### src/rtl/exc_ctrl_if.sv
// Core-side bundle of the exception controller: request lines, mask and pending
// control, decoder status in, IRQ request and EPC/cause out.
interface exc_ctrl_if #(
  parameter int N_IRQ = 4,
  parameter int IDW   = (N_IRQ > 1) ? $clog2(N_IRQ) : 1
);
  logic [N_IRQ-1:0] irq_src;
  logic [N_IRQ-1:0] pend_clr;
  logic             mask_wr;
  logic [N_IRQ-1:0] mask_din;
  logic             kernel;
  logic             hold;
  logic             undef;
  logic             eret;
  logic [31:0]      pc;
  logic             irq_req;
  logic [31:0]      epc;
  logic [IDW+1:0]   cause;
  logic [N_IRQ-1:0] pending;
  logic             in_service;

  modport master (
    output irq_src, pend_clr, mask_wr, mask_din, kernel, hold, undef, eret, pc,
    input  irq_req, epc, cause, pending, in_service
  );

  modport slave (
    input  irq_src, pend_clr, mask_wr, mask_din, kernel, hold, undef, eret, pc,
    output irq_req, epc, cause, pending, in_service
  );
endinterface

### src/rtl/exc_ctrl.sv
// Interrupt/exception controller: edge-latched pending, mask, fixed or round-robin
// arbitration, EPC/cause capture on kernel entry and in-service tracking until eret.
module exc_ctrl #(
  parameter int N_IRQ   = 4,
  parameter int RR_MODE = 0
) (
  input logic       clk,
  input logic       reset,
  exc_ctrl_if.slave bus
);
  localparam int IDW = (N_IRQ > 1) ? $clog2(N_IRQ) : 1;

  typedef enum logic {IDLE, SERVICE} state_t;

  state_t           state_q;
  logic [N_IRQ-1:0] prev_q;
  logic [N_IRQ-1:0] pend_q;
  logic [N_IRQ-1:0] pend_d;
  logic [N_IRQ-1:0] mask_q;
  logic [IDW-1:0]   rr_ptr_q;
  logic [31:0]      epc_q;
  logic [IDW+1:0]   cause_q;

  logic [N_IRQ-1:0] rise;
  logic [N_IRQ-1:0] eligible;
  logic [N_IRQ-1:0] grant_onehot;
  logic [IDW-1:0]   chan;
  logic             irq_req;
  logic             take_irq;
  logic             take_undef;

  assign rise     = bus.irq_src & ~prev_q;
  assign eligible = pend_q & mask_q;
  // Built from registers only so the decoder sees no loop through pc/undef/eret.
  assign irq_req  = (state_q == IDLE) & (|eligible);
  assign take_irq = irq_req & ~bus.kernel & ~bus.hold;
  assign take_undef = bus.undef & ~bus.kernel & ~bus.hold & (state_q == IDLE) & ~take_irq;

  always_comb begin
    logic           found;
    logic [IDW-1:0] idx;
    int             sum;
    chan  = '0;
    found = 1'b0;
    idx   = '0;
    sum   = 0;
    if (RR_MODE == 0) begin
      for (int i = N_IRQ - 1; i >= 0; i--) begin
        if (eligible[i]) chan = IDW'(i);
      end
    end else begin
      // Scan upward starting just past the last granted channel.
      for (int k = 1; k <= N_IRQ; k++) begin
        sum = int'(rr_ptr_q) + k;
        idx = IDW'(sum % N_IRQ);
        if (!found && eligible[idx]) begin
          chan  = idx;
          found = 1'b1;
        end
      end
    end
  end

  assign grant_onehot = take_irq ? (N_IRQ'(1) << chan) : '0;
  assign pend_d       = (pend_q & ~bus.pend_clr & ~grant_onehot) | rise;

  always_ff @(posedge clk) begin
    if (reset) begin
      state_q  <= IDLE;
      prev_q   <= '0;
      pend_q   <= '0;
      mask_q   <= '0;
      rr_ptr_q <= IDW'(N_IRQ - 1);
      epc_q    <= '0;
      cause_q  <= '0;
    end else begin
      prev_q <= bus.irq_src;
      pend_q <= pend_d;
      if (bus.mask_wr) mask_q <= bus.mask_din;
      case (state_q)
        IDLE: begin
          if (take_irq) begin
            state_q  <= SERVICE;
            epc_q    <= bus.pc;
            cause_q  <= {2'b01, chan};
            rr_ptr_q <= chan;
          end else if (take_undef) begin
            // The faulting instruction is skipped on return.
            state_q <= SERVICE;
            epc_q   <= bus.pc + 32'd4;
            cause_q <= {2'b10, {IDW{1'b0}}};
          end
        end
        SERVICE: begin
          if (bus.eret) state_q <= IDLE;
        end
        default: state_q <= IDLE;
      endcase
    end
  end

  assign bus.irq_req    = irq_req;
  assign bus.epc        = epc_q;
  assign bus.cause      = cause_q;
  assign bus.pending    = pend_q;
  assign bus.in_service = (state_q == SERVICE);
endmodule

### src/flat_wrapper.sv
// flat-port wrapper written by rule: the top's interface ports become plain ports
module exc_ctrl_flat 
#(
  parameter int N_IRQ   = 4,
  parameter int RR_MODE = 0
)
  (clk, reset, bus_irq_src, bus_pend_clr, bus_mask_wr, bus_mask_din, bus_kernel, bus_hold, bus_undef, bus_eret, bus_pc, bus_irq_req, bus_epc, bus_cause, bus_pending, bus_in_service);
  exc_ctrl_if #(.N_IRQ(N_IRQ)) bus_i ();
  input logic clk;
  input logic reset;
  input wire logic [$bits(bus_i.irq_src)-1:0] bus_irq_src;
  input wire logic [$bits(bus_i.pend_clr)-1:0] bus_pend_clr;
  input wire logic [$bits(bus_i.mask_wr)-1:0] bus_mask_wr;
  input wire logic [$bits(bus_i.mask_din)-1:0] bus_mask_din;
  input wire logic [$bits(bus_i.kernel)-1:0] bus_kernel;
  input wire logic [$bits(bus_i.hold)-1:0] bus_hold;
  input wire logic [$bits(bus_i.undef)-1:0] bus_undef;
  input wire logic [$bits(bus_i.eret)-1:0] bus_eret;
  input wire logic [$bits(bus_i.pc)-1:0] bus_pc;
  output wire logic [$bits(bus_i.irq_req)-1:0] bus_irq_req;
  output wire logic [$bits(bus_i.epc)-1:0] bus_epc;
  output wire logic [$bits(bus_i.cause)-1:0] bus_cause;
  output wire logic [$bits(bus_i.pending)-1:0] bus_pending;
  output wire logic [$bits(bus_i.in_service)-1:0] bus_in_service;
  assign bus_i.irq_src = bus_irq_src;
  assign bus_i.pend_clr = bus_pend_clr;
  assign bus_i.mask_wr = bus_mask_wr;
  assign bus_i.mask_din = bus_mask_din;
  assign bus_i.kernel = bus_kernel;
  assign bus_i.hold = bus_hold;
  assign bus_i.undef = bus_undef;
  assign bus_i.eret = bus_eret;
  assign bus_i.pc = bus_pc;
  assign bus_irq_req = bus_i.irq_req;
  assign bus_epc = bus_i.epc;
  assign bus_cause = bus_i.cause;
  assign bus_pending = bus_i.pending;
  assign bus_in_service = bus_i.in_service;
  exc_ctrl #(.N_IRQ(N_IRQ), .RR_MODE(RR_MODE)) u_core (.clk(clk), .reset(reset), .bus(bus_i));
endmodule
### config.mk
export PLATFORM = sky130hd
export DESIGN_NAME = exc_ctrl_flat
export DESIGN_NICKNAME = d
export VERILOG_FILES = /design/src/rtl/exc_ctrl_if.sv /design/src/rtl/exc_ctrl.sv /design/src/flat_wrapper.sv
export SDC_FILE = /design/constraint.sdc
export NUM_CORES = 1
export LEC_CHECK = 0
export CAP_MARGIN = 20
export CORE_AREA = 5 5 92 73
export CTS_CLUSTER_DIAMETER = 40
export DETAILED_ROUTE_END_ITERATION = 10
export DIE_AREA = 0 0 97 78
export PLACE_DENSITY_LB_ADDON = 0.3
export RECOVER_POWER = 100
export SYNTH_ARGS = -nofsm -noshare
export SYNTH_HDL_FRONTEND = slang
export SYNTH_SLANG_ARGS = --single-unit
### constraint.sdc
create_clock -name clk -period 4.58 [get_ports clk]
set_input_delay 0.916 -clock clk [delete_from_list [all_inputs] [get_ports clk]]
set_output_delay 0.916 -clock clk [all_outputs]
set_load 0.05 [all_outputs]
==> impl_metrics.toml <==
[routing]
drt-total-wl_um = 6876
viasPerCell = 5.351
dr.pass1.iters = 4
antenna_left = 0
drc = 0
wl_per_cell_um = 15.28
num_vias = 2408
drtIter0Drc = 121

[cells_and_area]
diodes = 0
drive_above_1_share_pct = 4.839
areaGrowthSynthToFinish_pct = 40.81
final_area_um2 = 3480
final_cells = 450
fin_nets = 423

[global_route]
grt_pass1_wl_um = 11450
grt_max_degree = 51
antenna_found_initial = 0
grt_usage_pct = 18.24
grt_pass1_vias = 2302
overflow = 0

[sta]
slew_headroom_pct = -48.73
rsz0062_at_grt = "false"
fin_crit_ns = 3.574
fmax_mhz = 279.8
timing.final.crit_share_pct = 78.04
fin_ws_ns = 1.006
worstMarginPinSlew_ns = 2.231
finClkSkew_ns = 0.003879
finalMaxSlewViolations = 51
tns_ns = 0
finalHoldViolations = 0
setup_viol = 0

[yosys]
netlist_instances = 286
synth_top_family_by_area = "simple AND/OR/NAND/NOR gates"
yosysSeqAreaShare_pct = 39.70
ys_ff_latch = 49
synth-xor-area-share_pct = 8.861
synth-simple-area-share_pct = 31.09
synth_area_um2 = 2471
syn-num-nets = 338
synth_mux_area_share_pct = 1.620
yosys_warnings = 0
synthAdderAreaFrac_pct = 0.5063
synth_compound_area_share_pct = 15.34
avgSynthCellArea_um2 = 8.640
synth_cell_types = 44

[critical_path]
arrival_ns = 3.77
slowest_delay_ns = 0.88
cp-start-kind = "primary input"
required_ns = 4.77
cp_max_fo = 38
r2r_slack_ns = 1.74
cp-end-kind = "flip-flop"
slowest_stage = "o31a_1"
cp_top_family = "compound AO/OA/AOI/OAI gates"
worstReg2RegStart = "u_core.bus.pending[2]"
criticalPathCategory = "in2reg"
rr_worst_depth = 5
worstReg2RegEnd = "u_core.bus.epc[29]"
critical_path.cell_chain = "dlygate4sd3_1, nor3_1, o31a_1, buf_4, nor2_1, a311oi_1"
cp_num_buf_inv = 2

[power_and_ir_drop]
switchingPower_uw = 318.9
power.leakage_nw = 1.248
swShare_pct = 32.19
power_density_nw_per_um2 = 284.7
p_int_uw = 671.8
max-vdd-ir-drop_v = 0.0001231
pwr-share-comb_pct = 25.2
pwr-share-seq_pct = 47.0
clock_power_share_pct = 27.8
power.total_uw = 990.7

[clock_network]
cts_tree = "done"
cts_made_buffers = 5
htreeDepth = 2
clk_pin_slew_ns = 0.09
post_cts.repair.setup_buffers = 0
cts_resized = 0
clk_root_buffer_cell = "clkbuf_8"
insertion_delay_ns = 0.31
postCtsHoldBufs = 0
clock_sinks = 49
clk_path_buf_depth = 2

[run]
drv_cap = 1

[run_status]
outcome = "finished with violations"
violations = "capacitance limit, slew limit"

[placed_design]
port_buffers = 92
placed_cell_area_um2 = 3426
place.gp.congestion = 0.7925
pre_cts_ws_ns = 1.279
hpwl_um = 5066
place_inst = 441

[floorplanning]
die_x_um = 97
row_count = 24
ioPinCount = 93
die_y_um = 78
die-area_um2 = 7566
start_util_pct = 43.54
core_region_area_um2 = 5675

[hold_path]
min_to = "u_core.bus.cause[1]"
worstHoldStart = "u_core.bus.cause[1]"
hp-class = "reg2reg"
whs_path_depth = 2
## through the flow
step	utilization, %	hold WS, ns
6_report	61.31	0.4564
5_1_grt	61.31	0.4864
4_1_cts	62.06	0.4609
3_5_place_dp	60.36	0.4475
3_3_place_gp	60.36	0.4420
2_1_floorplan	-	0.4424
## power groups by stage
stage / clock network (mW) / logic, mW / registers (mW)
floorplan: 0 / 0.0759 / 0.546
global placement: 0 / 0.256 / 0.475
detailed placement: 0 / 0.258 / 0.476
CTS: 0.281 / 0.259 / 0.466
global route: 0.298 / 0.267 / 0.468
finish: 0.276 / 0.250 / 0.465
## cells in the final DEF (no fill, tap or decap), drive strengths merged, types with 3 or more instances in the layout
| cell | instances |
|---|---|
| dfxtp | 49 |
| clkdlybuf4s50 | 48 |
| dlygate4sd3 | 43 |
| nor2 | 37 |
| nand2 | 26 |
| a211oi | 23 |
| xnor2 | 16 |
| nand4 | 14 |
| a21oi | 10 |
| nand3 | 10 |
| xor2 | 9 |
| nor3 | 8 |
| o21ai | 7 |
| clkbuf | 7 |
| nor4 | 7 |
| nor2b | 5 |
| or3 | 5 |
| and3 | 4 |
| nand2b | 4 |
| mux2i | 4 |
| and4 | 4 |
| and2 | 3 |
| nand3b | 3 |
| nor4b | 3 |
| a311oi | 3 |
| or4 | 3 |
## registers in the layout (all words and copies together) (netlist names)
signal / flops
u_core.bus.cause: 4
u_core.bus.epc: 32
u_core.bus.in_service: 1
u_core.bus.pending: 4
u_core.mask_q: 4
u_core.prev_q: 4
## per-layer routing
layer	track usage [%]	share of wire, %
met5	0	0
met4	4.208	0.92
met2	27.48	43
met3	4.839	7.8
met1	26.06	49
## layout make-up
type | instances | area (µm²)
clock inverter | 2 | 13.76
timing repair buffer | 94 | 927.1
sequential | 49 | 980.9
inverter | 1 | 3.754
clock buffer | 6 | 82.58
fill | 498 | 2196
multi-input combinational | 220 | 1374
tap | 78 | 97.59
## logic make-up (layout without fill, tap and decap cells)
| family | Yosys count | count (layout) |
|---|---|---|
| adder cells (fa/ha/maj) | 1 | 1 |
| AND/OR/NAND/NOR | 136 | 136 |
| multiplexers | 4 | 4 |
| flip-flops | 49 | 49 |
| buffers and inverters | 17 | 103 |
| XOR/XNOR | 25 | 25 |
| AO/OA/AOI/OAI | 54 | 54 |
## worst max-delay path by stage
| stage | startpoint | endpoint | slack [ns] | cells after the start |
|---|---|---|---|---|
| 5_1_grt | bus_kernel | u_core.bus.epc[13] | 0.69 | 6 |
| 6_report | bus_kernel | u_core.bus.epc[5] | 1.01 | 6 |
| 2_1_floorplan | u_core.bus.pending[2] | bus_irq_req | 1.98 | 3 |
| 4_1_cts | bus_kernel | u_core.bus.epc[21] | 1.59 | 6 |
| 3_3_place_gp | bus_kernel | u_core.bus.epc[17] | 1.38 | 6 |
| 3_5_place_dp | bus_kernel | u_core.bus.epc[21] | 1.28 | 6 |
## Yosys cell counts, drive strengths merged
library cell   n  area share, %
xor2           9            3.2
and3           4            1.0
a21oi         10            2.0
nand3b         3           0.91
o21ai          7            1.6
ha             1           0.51
xnor2         16            5.7
buf            1           0.46
clkbuf        15            2.3
nor4b          3            1.6
o31a           1           0.35
a311oi         3            1.1
nor3           8            2.0
a31oi          2           0.51
nand4         14            3.8
nor2b          5            1.3
a22o           2           0.71
nor2          37            5.6
o21bai         2           0.61
inv            1           0.15
dfxtp         49             40
nand3         10            2.2
or4            3            1.1
mux2i          4            1.6
and2           3           0.76
a211oi        23            7.2
nand2         26            4.1
or3            5            1.3
and4           4            1.5
nand2b         4            1.0
a32o           1           0.41
nor4           7            3.0
o31ai          2           0.61
o21a           1           0.30
## tightest hold or removal path: stages (launching register included)
cell and delay, ns:
dfxtp_1 0.32, nand2_1 0.05, a21oi_1 0.05
Power figures use the tool's default switching activity.
